## config.mk

```make
export PLATFORM = sky130hd
export DESIGN_NAME = scan_llr_pe
export DESIGN_NICKNAME = d
export VERILOG_FILES = /design/src/rtl/scan_llr_pe.sv
export SDC_FILE = /design/constraint.sdc
export NUM_CORES = 1
export LEC_CHECK = 0
export ABC_AREA = 1
export CAP_MARGIN = 30
export CORE_MARGIN = 2
export CORE_UTILIZATION = 55
export CTS_BUF_LIST = sky130_fd_sc_hd__clkbuf_4 sky130_fd_sc_hd__clkbuf_8
export CTS_CLUSTER_DIAMETER = 120
export CTS_CLUSTER_SIZE = 20
export DETAILED_ROUTE_END_ITERATION = 7
export PLACE_DENSITY = 0.91
export SETUP_SLACK_MARGIN = 0.05
export SYNTH_ARGS = -nofsm -noshare
export SYNTH_HDL_FRONTEND = slang
export SYNTH_SLANG_ARGS = --single-unit
export TNS_END_PERCENT = 5
```

## constraint.sdc

```tcl
create_clock -name clk -period 5.03 [get_ports clk]
set_clock_uncertainty 0.15 [all_clocks]
set_input_delay 1.2575 -clock clk [delete_from_list [all_inputs] [get_ports clk]]
set_output_delay 1.2575 -clock clk [all_outputs]
set_load 0.1 [all_outputs]
```

## src/rtl/scan_llr_pe.sv

```systemverilog
// scan_llr_pe: two-stage, back-pressurable min-sum LLR update over LANES
// independent lanes. Each lane computes
//   left  = minsum(L1, sat(L2+B2))
//   right = sat(minsum(L1,B1) + L2)
// The arithmetic is split across two register stages. A valid bit per stage
// provides ready/valid flow control.

// Per-lane datapath: stage-1 operand/partial registers and stage-2 results.
module scan_llr_lane #(
    parameter int WIDTH = 6
) (
    input  logic             clk,
    input  logic             rst,
    input  logic             ld1,
    input  logic             ld2,
    input  logic [WIDTH-1:0] l1,
    input  logic [WIDTH-1:0] l2,
    input  logic [WIDTH-1:0] b1,
    input  logic [WIDTH-1:0] b2,
    output logic [WIDTH-1:0] left,
    output logic [WIDTH-1:0] right
);
    localparam logic [WIDTH-1:0] CEIL = {1'b0, {(WIDTH-1){1'b1}}};
    localparam logic [WIDTH-1:0] FLOR = {1'b1, {(WIDTH-1){1'b0}}};

    // Two's-complement add clamped to [FLOR, CEIL]. Overflow shows up as a
    // disagreement between the two top bits of the one-bit-wider sum.
    function automatic logic [WIDTH-1:0] sat_add(input logic [WIDTH-1:0] a,
                                                 input logic [WIDTH-1:0] b);
        logic [WIDTH:0] sum;
        sum = {a[WIDTH-1], a} + {b[WIDTH-1], b};
        if (sum[WIDTH] != sum[WIDTH-1])
            return sum[WIDTH] ? FLOR : CEIL;
        return sum[WIDTH-1:0];
    endfunction

    // Magnitude. |FLOR| is not representable, so it is clamped to CEIL.
    function automatic logic [WIDTH-1:0] mag(input logic [WIDTH-1:0] x);
        if (!x[WIDTH-1])
            return x;
        return (x == FLOR) ? CEIL : -x;
    endfunction

    // Sign is the XOR of the input signs. A zero magnitude stays zero, because
    // negating zero gives zero.
    function automatic logic [WIDTH-1:0] minsum(input logic [WIDTH-1:0] x,
                                                input logic [WIDTH-1:0] y);
        logic [WIDTH-1:0] mx;
        logic [WIDTH-1:0] my;
        logic [WIDTH-1:0] m;
        mx = mag(x);
        my = mag(y);
        m  = (mx < my) ? mx : my;
        return (x[WIDTH-1] ^ y[WIDTH-1]) ? -m : m;
    endfunction

    logic [WIDTH-1:0] s1_l1, s1_l2, s1_sum, s1_ms;

    // Stage 1: capture L1, L2 and the two independent partial results.
    always_ff @(posedge clk) begin
        if (rst) begin
            s1_l1  <= '0;
            s1_l2  <= '0;
            s1_sum <= '0;
            s1_ms  <= '0;
        end else if (ld1) begin
            s1_l1  <= l1;
            s1_l2  <= l2;
            s1_sum <= sat_add(l2, b2);
            s1_ms  <= minsum(l1, b1);
        end
    end

    // Stage 2: finish both outputs. The results hold while the stage is stalled.
    always_ff @(posedge clk) begin
        if (rst) begin
            left  <= '0;
            right <= '0;
        end else if (ld2) begin
            left  <= minsum(s1_l1, s1_sum);
            right <= sat_add(s1_ms, s1_l2);
        end
    end
endmodule

module scan_llr_pe #(
    parameter int WIDTH = 6,
    parameter int LANES = 4
) (
    input  logic                   clk,
    input  logic                   rst,
    input  logic                   in_valid,
    output logic                   in_ready,
    input  logic [LANES*WIDTH-1:0] in_l1,
    input  logic [LANES*WIDTH-1:0] in_l2,
    input  logic [LANES*WIDTH-1:0] in_b1,
    input  logic [LANES*WIDTH-1:0] in_b2,
    output logic                   out_valid,
    input  logic                   out_ready,
    output logic [LANES*WIDTH-1:0] out_left,
    output logic [LANES*WIDTH-1:0] out_right,
    output logic [15:0]            out_count
);
    localparam int STAGES = 2;

    // vld_pipe[s] marks stage s as full.
    logic [STAGES:1] vld_pipe;
    logic            ld1, ld2, out_fire;

    // Stage 2 takes stage 1's tuple when stage 2 is empty or draining this cycle.
    // in_ready is built from stage state and out_ready only, never in_valid.
    always_comb begin
        ld2      = vld_pipe[1] & (~vld_pipe[2] | out_ready);
        in_ready = ~rst & (~vld_pipe[1] | ld2);
        ld1      = in_valid & in_ready;
        out_fire = vld_pipe[2] & out_ready;
    end

    assign out_valid = vld_pipe[2];

    // Stage occupancy and the delivered-result counter. The counter wraps at 16 bits.
    always_ff @(posedge clk) begin
        if (rst) begin
            vld_pipe  <= '0;
            out_count <= '0;
        end else begin
            vld_pipe[1] <= ld1 | (vld_pipe[1] & ~ld2);
            vld_pipe[2] <= ld2 | (vld_pipe[2] & ~out_ready);
            if (out_fire)
                out_count <= out_count + 16'd1;
        end
    end

    for (genvar i = 0; i < LANES; i++) begin : g_lane
        scan_llr_lane #(.WIDTH(WIDTH)) u_lane (
            .clk   (clk),
            .rst   (rst),
            .ld1   (ld1),
            .ld2   (ld2),
            .l1    (in_l1[i*WIDTH +: WIDTH]),
            .l2    (in_l2[i*WIDTH +: WIDTH]),
            .b1    (in_b1[i*WIDTH +: WIDTH]),
            .b2    (in_b2[i*WIDTH +: WIDTH]),
            .left  (out_left[i*WIDTH +: WIDTH]),
            .right (out_right[i*WIDTH +: WIDTH])
        );
    end
endmodule

```

# Word-level counts from Yosys, hierarchy flattened
# Index checks and enable logic that the tools add are counted.
[word_totals]
register_bits = 162
in_bits = 100
[op_classes]
add_sub_neg = 33
n_lt_le_gt_ge = 8
eq_ne = 24
muxes = 192
n_bitwise = 23
[ops]
columns = ["cell", "count"]
rows = [
  ["$mux 6", 120],
  ["$neg 6->6", 24],
  ["$eq 6x6->1 const B", 16],
  ["$mux 1", 72],
  ["$add 6x6->7", 8],
  ["$lt 6x6->1", 8],
  ["$add 16x1->16 const B", 1],
  ["$ne 1x1->1", 8],
  ["$xor 1x1->1", 8],
  ["$and 1x1->1", 6],
  ["$not 1->1", 5],
  ["$or 1x1->1", 4],
]

# Longest topological paths before layout
[depth]
depth_word = 15
depth_mapped = 22

# By module
# From an unflattened synthesis, not the netlist that was laid out.
[unflattened]
hier_cells = 1949
area_unflattened_um2 = 12722.2
[modules_own_cells]
columns = ["module", "n_inst", "cells_per_inst", "area_per_inst_um2", "seq_area_each_um2"]
rows = [
  ["scan_llr_lane (g_lane[1].u_lane ...)", 2, 453, 2947.8, 720.7],
  ["scan_llr_lane (g_lane[0].u_lane)", 1, 454, 2954.1, 720.7],
  ["scan_llr_lane (g_lane[2].u_lane)", 1, 454, 2939.1, 720.7],
  ["scan_llr_pe", 1, 135, 933.4, 360.3],
]

# Least setup slack after synthesis
# OpenSTA, ideal clock, no wires.
[synth_timing]
path_type = "input to register"
startpoint = "input port in_l1[6]"
endpoint = "register g_lane[1].u_lane.s1_ms[4]"
setup_ps = 113
t_arrival_ps = 3710
required_time_ps = 4767
slack_ps = 1057
cell_stages = 20
path_buffers = 0
path_cell_list = "inv_1 ha_1 nand3_1 nor2_2 a21oi_1 o21ai_0 ha_1 a21oi_1 nor2_1 a211oi_1 nand2_4 nand2_1 nand2_1 ha_1 nand3_1 nand2_1 nand2_1 nand2_1 o21ai_1 inv_1"
[synth_via]
elab_chain_cells = 9
[synth_rtl]
columns = ["element", "line", "text"]
rows = [
  ["from (decl)", "94", "input logic [LANES*WIDTH-1:0] in_l1,"],
  ["$neg 6->6 / $eq 6x6->1 (equally long branches)", "41", "return (x == FLOR) ? CEIL : -x;"],
  ["$mux 6", "41", ""],
  ["$mux 6 (*)", "41", ""],
  ["$mux 6 (*)", "66", "end else if (ld1) begin"],
  ["$mux 6 (*)", "61", "if (rst) begin"],
  ["$lt 6x6->1", "53", "m = (mx < my) ? mx : my;"],
  ["$mux 6 (*)", "53", ""],
  ["$neg 6->6", "54", "return (x[WIDTH-1] ^ y[WIDTH-1]) ? -m : m;"],
  ["$mux 6 (*)", "54", ""],
  ["to (signal assigned)", "70", "s1_ms <= minsum(l1, b1);"],
  ["to (decl)", "57", "logic [WIDTH-1:0] s1_l1, s1_l2, s1_sum, s1_ms;"],
]
# Mark *: on every way between the ends. The rest lies on a longest branch, timed or not. The select of a mux whose other input is x is not followed.
# A chain may end at the register's enable or synchronous reset.

# Worst setup path after layout
[layout_timing]
startpoint = "input port in_l1[18]"
endpoint = "register g_lane[3].u_lane.s1_ms[4]"
[layout_via]
elab_chain_cells = 9
[layout_rtl]
columns = ["element", "line"]
rows = [
  ["$neg 6->6 / $eq 6x6->1 (equally long branches)", "41"],
  ["$mux 6", "41"],
  ["$mux 6 (*)", "41"],
  ["$mux 6 (*)", "66"],
  ["$mux 6 (*)", "61"],
  ["$lt 6x6->1", "53"],
  ["$mux 6 (*)", "53"],
  ["$neg 6->6", "54"],
  ["$mux 6 (*)", "54"],
  ["to (signal assigned)", "70"],
  ["to (decl)", "57"],
]
# Marked as above.

==> results.tsv <==
metric	value	unit
number of synthesized flops with an enable pin	0	
wirelength, routed	31.0	mm
mean number of vias per cell	5.37	
actual transition at the worst max-transition pin	1.02	ns
most frequent standard cell in the layout excluding fill and tap cells	sky130_fd_sc_hd__nand2_1	
final routed DRC violation total	0	
buffers inserted by post-CTS timing repair	0	
global-route wire length before repair	52.6	mm
r2r startpoint	g_lane[1].u_lane.s1_l1[0]$_SDFFE_PP0P_	
Warnings, synthesis	0	
antenna cell count	0	
summed instance area of the synthesized netlist	0.0127	mm^2
Final setup viols	0	
Clock Path Buffers	2	
instance count of the mapped netlist	1936	
width of the die	156	um
number of endpoints with negative hold slack in the final report	0	
total number of vias	12700	
endpoint kind of the worst setup timing path	register	
sequential area share after synthesis	25.5	%
critical path startpoint category	input pin	
CTS tree	built	
largest delay contributor family on the critical path	simple AND/OR/NAND/NOR gates	
initial antenna violation count	0	
placer congestion estimate	0.928	
CP dominant cell by count	sky130_fd_sc_hd__ha_1	
number of buffers inserted for hold repair after clock tree synthesis	0	
unrepaired setup endpoints after global routing	false	
most frequent cells in the layout	441 x sky130_fd_sc_hd__nand2_1, 296 x sky130_fd_sc_hd__inv_1, 168 x sky130_fd_sc_hd__nor2_1	
count of buffers inserted at the top-level ports	165	
row count	55	
Fill cells	1904	
Synth async-reset ratio	0	%
startpoint of the worst hold path	g_lane[3].u_lane.left[1]$_SDFFE_PP0P_	
final core area utilization	66.2	%
headroom to the max-slew limit	31.7	%
number of buffers created by CTS	17	
total number of clock tree sinks	162	
htree depth	4	
Max IR drop VDD	0.000168	V
First-pass DRT Iterations	5	
routed wire length per instance	13.1	um
leading register cell type out of synthesis	sky130_fd_sc_hd__dfxtp_1	
Mean Syn Cell Area	6.56	um^2
drt first-iter violations	857	
worst setup path class	in2reg	
required time at the worst-slack endpoint	5.22	ns
Slowest Stage Delay on Critical Path	0.53	ns
crit share post-route	85.4	%
worst min-delay path category	reg2reg	
largest net degree at the start of global routing	71	
initial core utilization	56.1	%
list of cells traversed by the critical path	clkdlybuf4s50_1, inv_1, ha_1, nand2_1, nor2_4, nor3_1, inv_1, ha_1, a21oi_1, nor2_1, a211oi_2, nand2_2, o21ai_2, ha_1, nand3_1, nand2_1, o21ai_1, o21a_1	
library cell contributing the largest single delay on the critical path	sky130_fd_sc_hd__clkdlybuf4s50_1	
max-cap violation count	0	
largest fanout on the critical path	13	
aggregate global-route resource usage	25.7	%
achievable frequency	233	MHz
root buffer cell	sky130_fd_sc_hd__clkbuf_8	
number of nets still failing antenna checks after routing	0	
total power per unit cell area	314	mW/mm^2
critical path buffer and inverter count	3	
dpl hpwl	23.7	mm
multi-input logic area	0.00805	mm^2
clock-pin transition on the worst setup and hold timing paths	0.08	ns
proportion of layout cells with a drive suffix above 1	7.72	%
number of distinct library cell variants in the gate-level netlist after synthesis	52	
number of max-slew violations in the final report	0	
via count of the first global-routing pass	12100	
area of the placeable core	0.0226	mm^2
register area	0.00324	mm^2
overall power of the completed layout	4.70	mW
P_leak	7.35	nW
io pins	166	
Gates resized, CTS repair	0	
full die area	0.0243	mm^2
crit path from	in_l1[18]	
area grow syn2layout	18.1	%
final net count	2294	
height of the chip	156	um
arrival time at the worst endpoint	4.49	ns
post-synth net total	2157	
Remaining Overflow, GRT	0	
insertion delay to the later sink of the worst-skew pair	0.46	ns
minimum period implied by the final worst setup slack	4.30	ns
total negative slack	0	ns
outcome	completed	
number of storage elements in the synthesis netlist	162	
==> worst paths after layout <==
check / slack [ns] / end / cells after the start
hold / removal: 0.33 / g_lane[3].u_lane.left[1]$_SDFFE_PP0P_ / 2
setup reg to reg: 1.54 / g_lane[1].u_lane.left[2]$_SDFFE_PP0P_ / 15
setup / recovery: 0.73 / g_lane[3].u_lane.s1_ms[4]$_SDFFE_PP0P_ / 18
hold reg to reg: 0.33 / g_lane[3].u_lane.left[1]$_SDFFE_PP0P_ / 2
==> sequential cells by signal, indices dropped and copies added, names as in the netlist <==
signal                count
g_lane.u_lane.s1_l1      24
g_lane.u_lane.left       24
g_lane.u_lane.right      24
g_lane.u_lane.s1_ms      24
g_lane.u_lane.s1_sum     24
vld_pipe                  2
g_lane.u_lane.s1_l2      24
out_count                16
==> cell usage after synthesis, types with 10 or more instances <==
library cell               number  area [um^2]
sky130_fd_sc_hd__a21oi_1      110          551
sky130_fd_sc_hd__nand2_4       11          124
sky130_fd_sc_hd__nand3_2       15          150
sky130_fd_sc_hd__inv_2         10         37.5
sky130_fd_sc_hd__nor3_1        23          115
sky130_fd_sc_hd__o221ai_1      12          105
sky130_fd_sc_hd__nor4_1        10         62.6
sky130_fd_sc_hd__ha_1         113         1410
sky130_fd_sc_hd__o21ai_0      153          766
sky130_fd_sc_hd__o211ai_1      20          150
sky130_fd_sc_hd__clkbuf_1      35          131
sky130_fd_sc_hd__inv_1        298         1120
sky130_fd_sc_hd__nand2_1      441         1660
sky130_fd_sc_hd__nor2_1       169          634
sky130_fd_sc_hd__nand2_2       33          206
sky130_fd_sc_hd__dfxtp_1      162         3240
sky130_fd_sc_hd__nand4_1       11         68.8
sky130_fd_sc_hd__xor2_1        28          245
sky130_fd_sc_hd__or2_2         17          106
sky130_fd_sc_hd__nand3_1      123          616
==> metrics by stage <==
| step | area, um^2 | hold WS, ns | worst slack, ns | cells |
|---|---|---|---|---|
| 6_report | 15000 | 0.331 | 0.732 | 2371 |
| 5_1_grt | 15000 | 0.332 | 0.434 | 2371 |
| 3_3_place_gp | 14500 | 0.300 | 0.429 | 2339 |
| 2_1_floorplan | 12700 | 0.293 | 1.06 | 1936 |
| 3_5_place_dp | 14500 | 0.303 | 0.350 | 2339 |
| 4_1_cts | 15000 | 0.324 | 0.797 | 2371 |
==> where the power goes <==
group	leakage (nW)	switching, mW	total, mW	internal (mW)
sequential	1.34	0.0924	1.50	1.41
combinational	5.79	1.38	2.11	0.728
clock	0.223	0.516	1.09	0.575
total	7.35	1.99	4.70	2.71
==> worst register-to-register path, stage by stage, from the launching register on <==
cell	delay, ns
sky130_fd_sc_hd__dfxtp_1	0.36
sky130_fd_sc_hd__inv_1	0.07
sky130_fd_sc_hd__ha_1	0.22
sky130_fd_sc_hd__a2111oi_0	0.64
sky130_fd_sc_hd__ha_1	0.38
sky130_fd_sc_hd__nand2_1	0.09
sky130_fd_sc_hd__nor2_1	0.06
sky130_fd_sc_hd__a211oi_2	0.43
sky130_fd_sc_hd__nand2_4	0.16
sky130_fd_sc_hd__nand2_1	0.11
sky130_fd_sc_hd__nand2_2	0.08
sky130_fd_sc_hd__ha_1	0.20
sky130_fd_sc_hd__nor2_1	0.15
sky130_fd_sc_hd__nor2_1	0.07
sky130_fd_sc_hd__o221ai_1	0.17
sky130_fd_sc_hd__inv_1	0.05
==> routing by layer <==
metal,wire [um],GRT usage [%],vias up
li1,-,-,6545
met1,13600,30.9,5771
met2,15100,46.3,334
met3,1390,3.42,73
met4,902,10.5,0
met5,0,0,-
==> cells by family after synthesis <==
group	share of synthesized area [%]
buffers and inverters	11.2
flip-flops	25.5
XOR/XNOR	2.55
AO/OA/AOI/OAI	15.9
multiplexers	0.552
adder cells (fa/ha/maj)	12.4
AND/OR/NAND/NOR	32.0
==> cell type report <==
class | instances | area share, %
repair buffers | 173 | 11.5
multi-input cells | 1409 | 53.7
clock inverters | 12 | 1.20
inverters | 310 | 7.79
flip-flops and latches | 162 | 21.6
clock buffers | 20 | 1.79
well taps | 285 | 2.38
Power figures use the tool's default switching activity.
